==> src/rtl/cache_flush_walker.sv <==
// Flush walker: visits all 8 cache sets, writes back valid+dirty lines, then clears their dirty bits.
// Optional FLUSH_INVALIDATE_EN: also invalidates every valid line during the walk.
module cache_flush_walker #(
  parameter int width     = 256,
  parameter int tag_width = 24
) (
  input  logic                 clk,
  input  logic                 rst_n,
  input  logic                 flush_req,
  output logic                 busy,
  output logic                 flush_done,
  output logic [2:0]           arr_rindex,
  output logic [2:0]           arr_windex,
  input  logic                 valid_dataout,
  input  logic                 dirty_dataout,
  input  logic [tag_width-1:0] tag_dataout,
  input  logic [width-1:0]     data_dataout,
  output logic                 dirty_load,
  output logic                 valid_load,
  output logic [31:0]          mem_address,
  output logic [width-1:0]     mem_wdata,
  output logic                 mem_write,
  input  logic                 mem_resp
);
  localparam int s_offset = $clog2(width/8);

  typedef enum logic [2:0] {IDLE, SCAN, WRITE, CLEAR, DONE} state_t;

  state_t           state_q, state_d;
  logic [2:0]       idx_q, idx_d;
  logic [31:0]      addr_q;
  logic [width-1:0] data_q;
  logic             cap;

  always_ff @(posedge clk or negedge rst_n) begin
    if (!rst_n) begin
      state_q <= IDLE;
      idx_q   <= 3'd0;
      addr_q  <= '0;
      data_q  <= '0;
    end else begin
      state_q <= state_d;
      idx_q   <= idx_d;
      if (cap) begin
        addr_q <= {tag_dataout, idx_q, {s_offset{1'b0}}};
        data_q <= data_dataout;
      end
    end
  end

  // idx only advances from SCAN/CLEAR and saturates at 7, so the walk always ends in DONE
  always_comb begin
    state_d = state_q;
    idx_d   = idx_q;
    cap     = 1'b0;
    case (state_q)
      IDLE: begin
        if (flush_req) begin
          idx_d   = 3'd0;
          state_d = SCAN;
        end
      end
      SCAN: begin
        if (valid_dataout && dirty_dataout) begin
          cap     = 1'b1;
          state_d = WRITE;
        end
`ifdef FLUSH_INVALIDATE_EN
        else if (valid_dataout) state_d = CLEAR;
`endif
        else if (idx_q == 3'd7) state_d = DONE;
        else idx_d = idx_q + 3'd1;
      end
      WRITE: begin
        if (mem_resp) state_d = CLEAR;
      end
      CLEAR: begin
        if (idx_q == 3'd7) state_d = DONE;
        else begin
          idx_d   = idx_q + 3'd1;
          state_d = SCAN;
        end
      end
      DONE:    state_d = IDLE;
      default: state_d = IDLE;
    endcase
  end

  assign busy        = (state_q != IDLE);
  assign flush_done  = (state_q == DONE);
  assign mem_write   = (state_q == WRITE);
  assign dirty_load  = (state_q == CLEAR);
`ifdef FLUSH_INVALIDATE_EN
  assign valid_load  = (state_q == CLEAR);
`else
  assign valid_load  = 1'b0;
`endif
  assign arr_rindex  = idx_q;
  assign arr_windex  = idx_q;
  assign mem_address = addr_q;
  assign mem_wdata   = data_q;
endmodule
==> config.mk <==
export PLATFORM = sky130hd
export DESIGN_NAME = cache_flush_walker
export DESIGN_NICKNAME = d
export VERILOG_FILES = /design/src/rtl/cache_flush_walker.sv
export SDC_FILE = /design/constraint.sdc
export NUM_CORES = 1
export LEC_CHECK = 0
export BUFFER_PORTS_ARGS = -buffer_cell sky130_fd_sc_hd__buf_2
export CORE_AREA = 2 2 230 232
export CTS_CLUSTER_DIAMETER = 200
export DETAILED_ROUTE_END_ITERATION = 6
export DIE_AREA = 0 0 232 234
export PLACE_DENSITY = 0.55
export SYNTH_ARGS = -nofsm -noshare
export SYNTH_HDL_FRONTEND = slang
export SYNTH_SLANG_ARGS = --single-unit
==> constraint.sdc <==
create_clock -name clk -period 1.6 [get_ports clk]
set_input_delay 0.24 -clock clk [delete_from_list [all_inputs] [get_ports clk]]
set_output_delay 0.24 -clock clk [all_outputs]
set_load 0.03 [all_outputs]
==> results of run 1 <==
## flip-flops by register name, indices dropped and copies added, names as in the netlist
signal,count
mem_wdata,256
mem_address,27
arr_rindex,3
state_q,3
## power groups by stage
stage	clock network (mW)	registers, mW	logic [mW]
2_1_floorplan	0	20.4	7.17
3_3_place_gp	0	13.1	20.5
3_5_place_dp	0	13.1	20.8
4_1_cts	8.74	13.2	22.2
5_1_grt	9.09	13.7	23.7
6_report	8.47	13.3	22.7
## cells by family after synthesis
logic type | after synthesis | share of synthesized area, %
AOI/OAI and AO/OA | 1 | 0.0725
adders and majority gates | 2 | 0.207
buffers and inverters | 42 | 3.55
DFF | 289 | 59.8
muxes | 285 | 34.9
other | 1 | 0.0310
and+or+nand+nor | 27 | 1.41
## synthesized netlist by cell type, drive strengths merged (2+ instances only)
| cell type | count |
|---|---|
| nand4 | 2 |
| nor2 | 2 |
| nor2b | 2 |
| ha | 2 |
| mux2i | 2 |
| buf | 41 |
| nand3 | 9 |
| mux2 | 283 |
| nor3b | 3 |
| dfrtp | 289 |
## metal layers
| layer | GRT usage [%] | routed length (um) | vias up |
|---|---|---|---|
| li1 | - | - | 4215 |
| met3 | 3.78 | 2650 | 74 |
| met5 | 0 | 0 | - |
| met4 | 4.79 | 1120 | 0 |
| met1 | 16.0 | 16000 | 4604 |
| met2 | 23.5 | 20600 | 341 |
## timing repair
item                                    CTS  global route
endpoints found under the setup margin  190           284
hold buffers                            281             0
setup buffers                             8            13
pin swaps                                 2             2
endpoints found under the hold margin   361             0
gates cloned                             14            15
gates resized for setup                  53            32
## tightest hold or removal path, stage by stage
cell and delay, ns:
buf_2 0.07, mux2i_1 0.06, a2bb2oi_1 0.12, nor2_1 0.08
## metrics by stage
| stage | instance area [um^2] | utilization, % |
|---|---|---|
| after floorplan | 12100 | - |
| after global placement | 16100 | 31.0 |
| after detailed placement | 16100 | 31.0 |
| after CTS | 20800 | 40.0 |
| after global routing | 21300 | 40.9 |
| final | 21300 | 40.9 |
## layout make-up
class,instances,area (um^2)
antenna,1,2.50
clock buffer,55,1090
clock inverter,8,140
fill,4725,30700
multi-input combinational,322,4500
sequential,289,7230
tap,688,861
timing repair buffer,965,7470
## final timing paths
check                                 end
max                                  busy
min                            state_q[0]
max reg2reg                mem_wdata[113]
min reg2reg                mem_wdata[233]
max in group asynchronous  mem_wdata[147]
min in group asynchronous   mem_wdata[31]
==> impl_metrics.yaml, run 1 <==
power:
  ir_worst_vdd_mv: 1.12
  switchingPower_mw: 17.9
  power.internal_mw: 26.5
  power_frac_clock_pct: 19.1
  combPwrFrac_pct: 51.1
  total_power_mw: 44.4
  power.density_mw_per_mm2: 2080
  switching_share_pct: 40.3
  p_leak_nw: 11.2
  sequentialPowerShare_pct: 29.9
floorplanning:
  die_w_um: 232
  initial_utilization_pct: 23.2
  die-height_um: 234
  die_area_mm2: 0.0543
  rows: 84
  ios: 585
  coreArea_mm2: 0.0520
worst_setup_path:
  critical_path.startpoint: "state_q[0]"
  reg2reg_from: "state_q[1]"
  crit_chain: "buf_6 -> or3_4 -> buf_6"
  crit_buf_inv: 2
  cpLargestDelayFamily: "simple AND/OR/NAND/NOR gates"
  worstPathMaxFanout: 5
  crit_top_cell: "buf_6"
  cp_data_required_time_ns: 1.36
  cpPeakStageDelay_ns: 0.39
  slowest_stage: "or3_4"
  r2r_cells: 6
  cp-end-kind: "output port"
  crit_cells: 3
  critPathKind: "reg -> out"
  crit_arrival_ns: 1.59
  cp-start-kind: "register"
  r2r_slack_ns: -0.16
logic_synthesis:
  syn_inst: 647
  synth_top_area_cell: "dfrtp_1"
  ys_types: 26
  synth_top_area_share_pct: 59.8
  async_reset_ff_share_pct: 100
  synthFlopType: "dfrtp_1"
  yosys_warnings: 0
  synth_area_leaders: "dfrtp_1, mux2_4, buf_6"
  yosysSeqAreaShare_pct: 59.8
  synth-edff-count: 0
  synth_area_mm2: 0.0121
  avgSynthCellArea_um2: 18.7
  ys_ff_latch: 289
timing:
  finClkSkew_ns: 0.0222
  setup_viol: 237
  finalWorstPathRequiredPeriod_ns: 1.83
  finalCritPeriodShare_pct: 114
  rsz0062_at_grt: "true"
  drv_slew: 0
  hold_viol: 0
  fin_tns_setup_ns: -24.24
  whs_ns: 0.0901
  layout_setup_ws_ns: -0.228
  clock.fmax_mhz: 547
job:
  timing.max_cap.violations: 0
placed_design:
  io_buffers: 578
  dp_worst_setup_slack_ns: -0.0365
  dp_hpwl_mm: 25.6
  dp_cells: 1936
  gp_congestion: 0.791
cts:
  clkTransAtPathRegs_ns: 0.06
  cts.path.max_buffers: 3
  cts_num_sinks: 289
  clockRootBuffer: "clkbuf_16"
  clock_latency_ns: 0.53
  cts_buffers: 35
  cts_tree: "yes"
  htree_levels: 2
global_route:
  grt_usage_pct: 13.5
  grt_overflow: 0
  grt_pass1_vias: 9851
  antenna_found_initial: 1
  grt_max_degree: 60
  grt_pass1_wl_mm: 56.9
run_status:
  outcome: "complete, but fails checks"
  violations: "setup timing"
routing:
  drc: 0
  num_vias: 9234
  via_per_inst: 3.97
  wl_per_cell_um: 17.3
  finalWirelength_mm: 40.4
  drt_first_pass_iters: 6
  ant_nets: 0
  first_iter_violations: 193
final_layout:
  drive_above_1_share_pct: 63.0
  layout_commonest_cell: "buf_2"
  syn2layout_area_growth_pct: 76.2
  fin_cells: 2328
  layout_common_cells: "buf_2, dfrtp_1, dlygate4sd3_1"
  final_nets: 1901
hold_path:
  hold_depth: 4
  holdCritStartpoint: "mem_resp"
  min_path_type: "in -> reg"
Note: power is estimated with default switching activity, not from simulation.
==> run 2, diff against run 1 <==
ABC_AREA = 1   (was unset)
CORE_AREA = 2 2 225 227   (was 2 2 230 232)
DIE_AREA = 0 0 227 229   (was 0 0 232 234)
PLACE_DENSITY = 0.44   (was 0.55)
==> run 2 against run 1 <==
The run still ends with setup timing left; clock power shrank 13%; clock-buffer cell count is 3 lower; highest routed layer is now met5; worst setup slack better by 0.13 ns.
==> impl_metrics.yaml, run 2 <==
worst_setup_path:
  reg2reg_to: "mem_wdata[84]"
  r2r_slack_ns: -0.07
  cp-end-kind: "output port"
  critPathKind: "reg -> out"
  r2r_cells: 9
  crit_arrival_ns: 1.45
  cp_data_required_time_ns: 1.36
  reg2reg_from: "state_q[2]"
  worstPathMaxFanout: 4
  cp-start-kind: "register"
hold_path:
  holdCritStartpoint: "data_dataout[240]"
  hold_depth: 3
  min_to: "mem_wdata[240]"
  min_path_type: "in -> reg"
final_layout:
  layout_commonest_cell: "buf_2"
  layout_common_cells: "buf_2, nand2_1, dfrtp_1"
  final_nets: 2506
  syn2layout_area_growth_pct: 88.2
  drive_above_1_share_pct: 45.5
  largest_register_ffs: 256
floorplanning:
  rows: 82
  initial_utilization_pct: 23.2
  die_w_um: 227
  coreArea_mm2: 0.0497
  die_area_mm2: 0.0520
  ios: 585
  die-height_um: 229
routing:
  drt_first_pass_iters: 4
  wl_per_cell_um: 18.1
  drc: 0
  via_per_inst: 4.36
  finalWirelength_mm: 52.6
  first_iter_violations: 599
  num_vias: 12700
  ant_nets: 0
power:
  ir_worst_vdd_mv: 1.20
  p_leak_nw: 11.5
  sequentialPowerShare_pct: 29.7
  switchingPower_mw: 20.8
  total_power_mw: 44.3
  switching_share_pct: 46.9
  power.density_mw_per_mm2: 2040
  combPwrFrac_pct: 53.7
  power.internal_mw: 23.5
  power_frac_clock_pct: 16.6
timing:
  clock.fmax_mhz: 590
  finClkSkew_ns: 0.0134
  whs_ns: 0.0470
  drv_slew: 0
  rsz0062_at_grt: "true"
  setup_viol: 178
  finalCritPeriodShare_pct: 106
  fin_tns_setup_ns: -4.60
  finalWorstPathRequiredPeriod_ns: 1.69
  hold_viol: 0
  layout_setup_ws_ns: -0.0944
logic_synthesis:
  synth_top_area_share_pct: 62.7
  synthFlopType: "dfrtp_1"
  avgSynthCellArea_um2: 8.93
  async_reset_ff_share_pct: 100
  syn_inst: 1291
  yosysSeqAreaShare_pct: 62.7
  synth_area_mm2: 0.0115
  ys_types: 19
  yosys_warnings: 0
  synth_area_leaders: "dfrtp_1, nand2_1, nand3_1"
  synth-edff-count: 0
  synth_most_common_cell: "nand2_1"
  synth_top_area_cell: "dfrtp_1"
  ys_ff_latch: 289
  synth_common_cells: "nand2_1, dfrtp_1, nand3_1, buf_2, clkbuf_1"
global_route:
  grt_usage_pct: 17.0
  grt_overflow: 0
  use_met2_pct: 28.8
  grt_max_degree: 59
  grt_busiest_layer: "met2"
  grt_pass1_vias: 12400
  grt_pass1_wl_mm: 69.7
  antenna_found_initial: 3
  use_met1_pct: 20.5
  grt_use_met3_pct: 4.36
placed_design:
  dp_hpwl_mm: 32.1
  gp_congestion: 0.870
  io_buffers: 578
cts:
  cts.path.max_buffers: 3
  clock_latency_ns: 0.53
  htree_levels: 2
  cts_buffers: 36
  clockRootBuffer: "clkbuf_16"
  cts_num_sinks: 289
  cts_tree: "yes"
  clkTransAtPathRegs_ns: 0.06
run_status:
  violations: "setup timing"
  outcome: "complete, but fails checks"
job:
  timing.max_cap.violations: 0
[run 2: changes by cell type after synthesis, moves of 13 or more]
| cell | before | now |
|---|---|---|
| mux2_2 | 13 | 0 |
| buf_6 | 30 | 3 |
| clkbuf_1 | 1 | 35 |
| nand2_1 | 0 | 580 |
| mux2_4 | 270 | 0 |
| nand3_1 | 9 | 288 |
| buf_2 | 1 | 52 |
[run 2: cell families (layout without fill, tap and decap cells)]
logic type	Yosys count	count (layout)	synth area share [%]
AND/OR/NAND/NOR	884	893	32.1
other	1	7	0.0325
adder cells (fa/ha/maj)	2	2	0.217
flip-flops	289	289	62.7
buffers and inverters	113	1043	4.83
AO/OA/AOI/OAI	2	2	0.0868
[run 2: power by group through the flow]
stage	clock, mW	sequential [mW]	combinational [mW]
after global placement	0	12.5	18.7
after detailed placement	0	12.5	18.8
final	7.36	13.1	23.8
after CTS	7.63	12.5	19.5
after global routing	7.94	13.5	25.3
after floorplan	0	19.1	5.19
[run 2: how the worst max path moves through the flow]
stage / from / endpoint / slack [ns] / depth (start not counted)
floorplan: arr_rindex[0] / arr_rindex[0] / 0.06 / 8
global placement: state_q[2] / mem_wdata[81] / 0.07 / 7
detailed placement: state_q[2] / mem_wdata[12] / 0.05 / 7
CTS: state_q[0] / mem_write / -0.15 / 3
global route: state_q[0] / mem_write / -0.17 / 3
finish: state_q[0] / mem_write / -0.09 / 3
[run 2: critical path: stages, from the launching register on]
cell	delay (ns)
dfrtp_1	0.41
buf_6	0.15
nor3_4	0.20
buf_6	0.16
[run 2: final cells by class]
cell class              count  area, um^2
multi-input cells         903        4910
inverters                  11        48.8
repair buffers            977        7650
clock inverters             3        17.5
diodes                      1        2.50
flip-flops and latches    289        7230
clock buffers              52        1000
well taps                 672         841
fillers                  4882       28000
[run 2: per-layer routing]
layer  part of all wire [%]  vias to the layer above  wire length [um]
met2                     51                      417             26600
met3                    6.0                       94              3140
li1                       -                     6005                 -
met5                  0.051                        -                27
met1                     40                     6150             21300
met4                    2.8                        4              1500
[run 2: timing repair]
| item | CTS | global route |
|---|---|---|
| gates cloned | 0 | 48 |
| gates resized for setup | 17 | 360 |
| pin swaps | 3 | 8 |
| hold buffers | 275 | 1 |
| endpoints found under the hold margin | 324 | 1 |
| setup endpoints to repair | 4 | 287 |
| setup buffers | 7 | 14 |
[run 2: stage by stage]
step	area [um^2]	instances	util, %	setup slack [ns]
4_1_cts	19400	2844	39.1	-0.149
3_3_place_gp	15600	2507	31.3	0.0729
6_report	21700	2908	43.7	-0.0944
5_1_grt	21700	2908	43.7	-0.171
2_1_floorplan	11600	1296	-	0.0589
3_5_place_dp	15600	2507	31.3	0.0476
==> run 3, diff against run 2 <==
SKIP_CTS_REPAIR_TIMING = 1   (was unset)
==> run 3 against run 2 <==
The run ends with hold timing, setup timing left; fmax fell by 0.64%; non-clock buffer count decreased by 68; global-route usage shrank 0.75 points; register-to-register slack improved by 0.13 ns; clock power decreased by 0.7%; final cell count decreased by 2.6%; die area is the same; largest cell class is now registers; critical path type unchanged; design area down 11%; utilization is 4.8 points lower.
==> impl_metrics.yaml, run 3 (synthesized netlist as in run 2, its figures left out) <==
timing:
  rsz0062_at_grt: "true"
  layout_setup_ws_ns: -0.105
  finalWorstPathRequiredPeriod_ns: 1.71
  finalCritPeriodShare_pct: 107
  whs_ns: -0.0208
  setup_viol: 4
  finClkSkew_ns: 0.0152
  drv_slew: 0
  clock.fmax_mhz: 586
  hold_viol: 2
cts:
  cts_buffers: 36
  clock_latency_ns: 0.53
  clkTransAtPathRegs_ns: 0.05
  clockRootBuffer: "clkbuf_16"
  cts.path.max_buffers: 3
  cts_num_sinks: 289
  cts_tree: "yes"
  htree_levels: 2
floorplanning:
  initial_utilization_pct: 23.2
  die_w_um: 227
  coreArea_mm2: 0.0497
  die_area_mm2: 0.0520
  die-height_um: 229
  rows: 82
  ios: 585
final_layout:
  drive_above_1_share_pct: 32.5
  largest_register_ffs: 256
  layout_commonest_cell: "nand2_1"
  finish.instance_area_mm2: 0.0193
  num_antenna_cells: 0
  layout_common_cells: "nand2_1, buf_2, dfrtp_1"
  syn2layout_area_growth_pct: 67.7
  final_nets: 2431
  fin_cells: 2832
global_route:
  antenna_found_initial: 3
  grt_pass1_wl_mm: 65.6
  grt_max_degree: 59
  grt_usage_pct: 16.3
  grt_pass1_vias: 10900
  grt_overflow: 0
routing:
  drt_first_pass_iters: 5
  drc: 0
  wl_per_cell_um: 16.2
  via_per_inst: 4.25
  finalWirelength_mm: 45.8
  first_iter_violations: 587
  ant_nets: 0
  num_vias: 12000
hold_path:
  min_path_type: "in -> reg"
  holdCritStartpoint: "data_dataout[138]"
power:
  power.density_mw_per_mm2: 2020
  total_power_mw: 39.2
  ir_worst_vdd_mv: 1.23
  p_leak_nw: 10.7
worst_setup_path:
  crit_buf_inv: 2
  crit_chain: "buf_6 -> nor2_2 -> nand2_2 -> buf_6"
  critical_path.startpoint: "state_q[0]"
  cp-end-kind: "output port"
  cpPeakStageDelay_ns: 0.41
  slowest_stage: "dfrtp_1"
  cpLargestDelayFamily: "flip-flops"
  crit_top_cell: "buf_6"
  reg2reg_from: "state_q[2]"
  cp_data_required_time_ns: 1.36
  cp-start-kind: "register"
  crit_arrival_ns: 1.47
  worstPathMaxFanout: 5
  critPathKind: "reg -> out"
placed_design:
  gp_congestion: 0.870
  dp_hpwl_mm: 32.1
  placed_cell_area_mm2: 0.0156
  io_buffers: 578
  dp_cells: 2507
job:
  timing.max_cap.violations: 0
run_status:
  outcome: "complete, but fails checks"
  violations: "hold timing, setup timing"
## run 3: metrics by stage
step | setup TNS (ns) | setup WS (ns) | util (%) | hold WS, ns
detailed placement | 0 | 0.0476 | 31.3 | 0.195
CTS | -0.916 | -0.270 | 33.4 | -0.383
floorplan | 0 | 0.0589 | - | -0.0556
global route | -0.741 | -0.193 | 39.0 | -0.0000238
global placement | 0 | 0.0729 | 31.3 | 0.199
finish | -0.379 | -0.105 | 39.0 | -0.0208
## run 3: layout make-up
class                      instances  area, um^2
clock inverter                     3        17.5
sequential                       289        7230
tap                              672         841
fill                            5097       30300
clock buffer                      52        1000
multi-input combinational        896        3830
inverter                          11        48.8
timing repair buffer             909        6370
## run 3: where the power goes
| group | total (mW) | switching [mW] | internal (mW) |
|---|---|---|---|
| clock network | 7.31 | 3.02 | 4.30 |
| registers | 12.5 | 1.79 | 10.7 |
| logic | 19.4 | 13.6 | 5.78 |
| total | 39.2 | 18.4 | 20.7 |
## run 3: final timing paths
check | end | slack, ns | depth (start not counted)
worst max-delay path | busy | -0.11 | 4
worst min-delay path | mem_wdata[138] | -0.02 | 3
worst max register to register | mem_wdata[55] | 0.06 | 7
worst min register to register | mem_wdata[40] | 0.46 | 2
max in group asynchronous | mem_wdata[112] | 0.64 | 3
min in group asynchronous | mem_wdata[46] | 0.24 | 2
## run 3: worst reg2reg max path: stages, from the launching register on
cell and delay, ns:
dfrtp_1 0.38, inv_2 0.08, nand2_4 0.06, nor2_4 0.22, buf_12 0.24, buf_12 0.23, nand3_1 0.16, nand2_1 0.10
## run 3: metal layers
layer	part of all wire, %	GRT usage (%)
met4	3.2	5.86
met3	6.7	4.82
met2	49	27.2
met5	0.087	0
met1	41	19.8
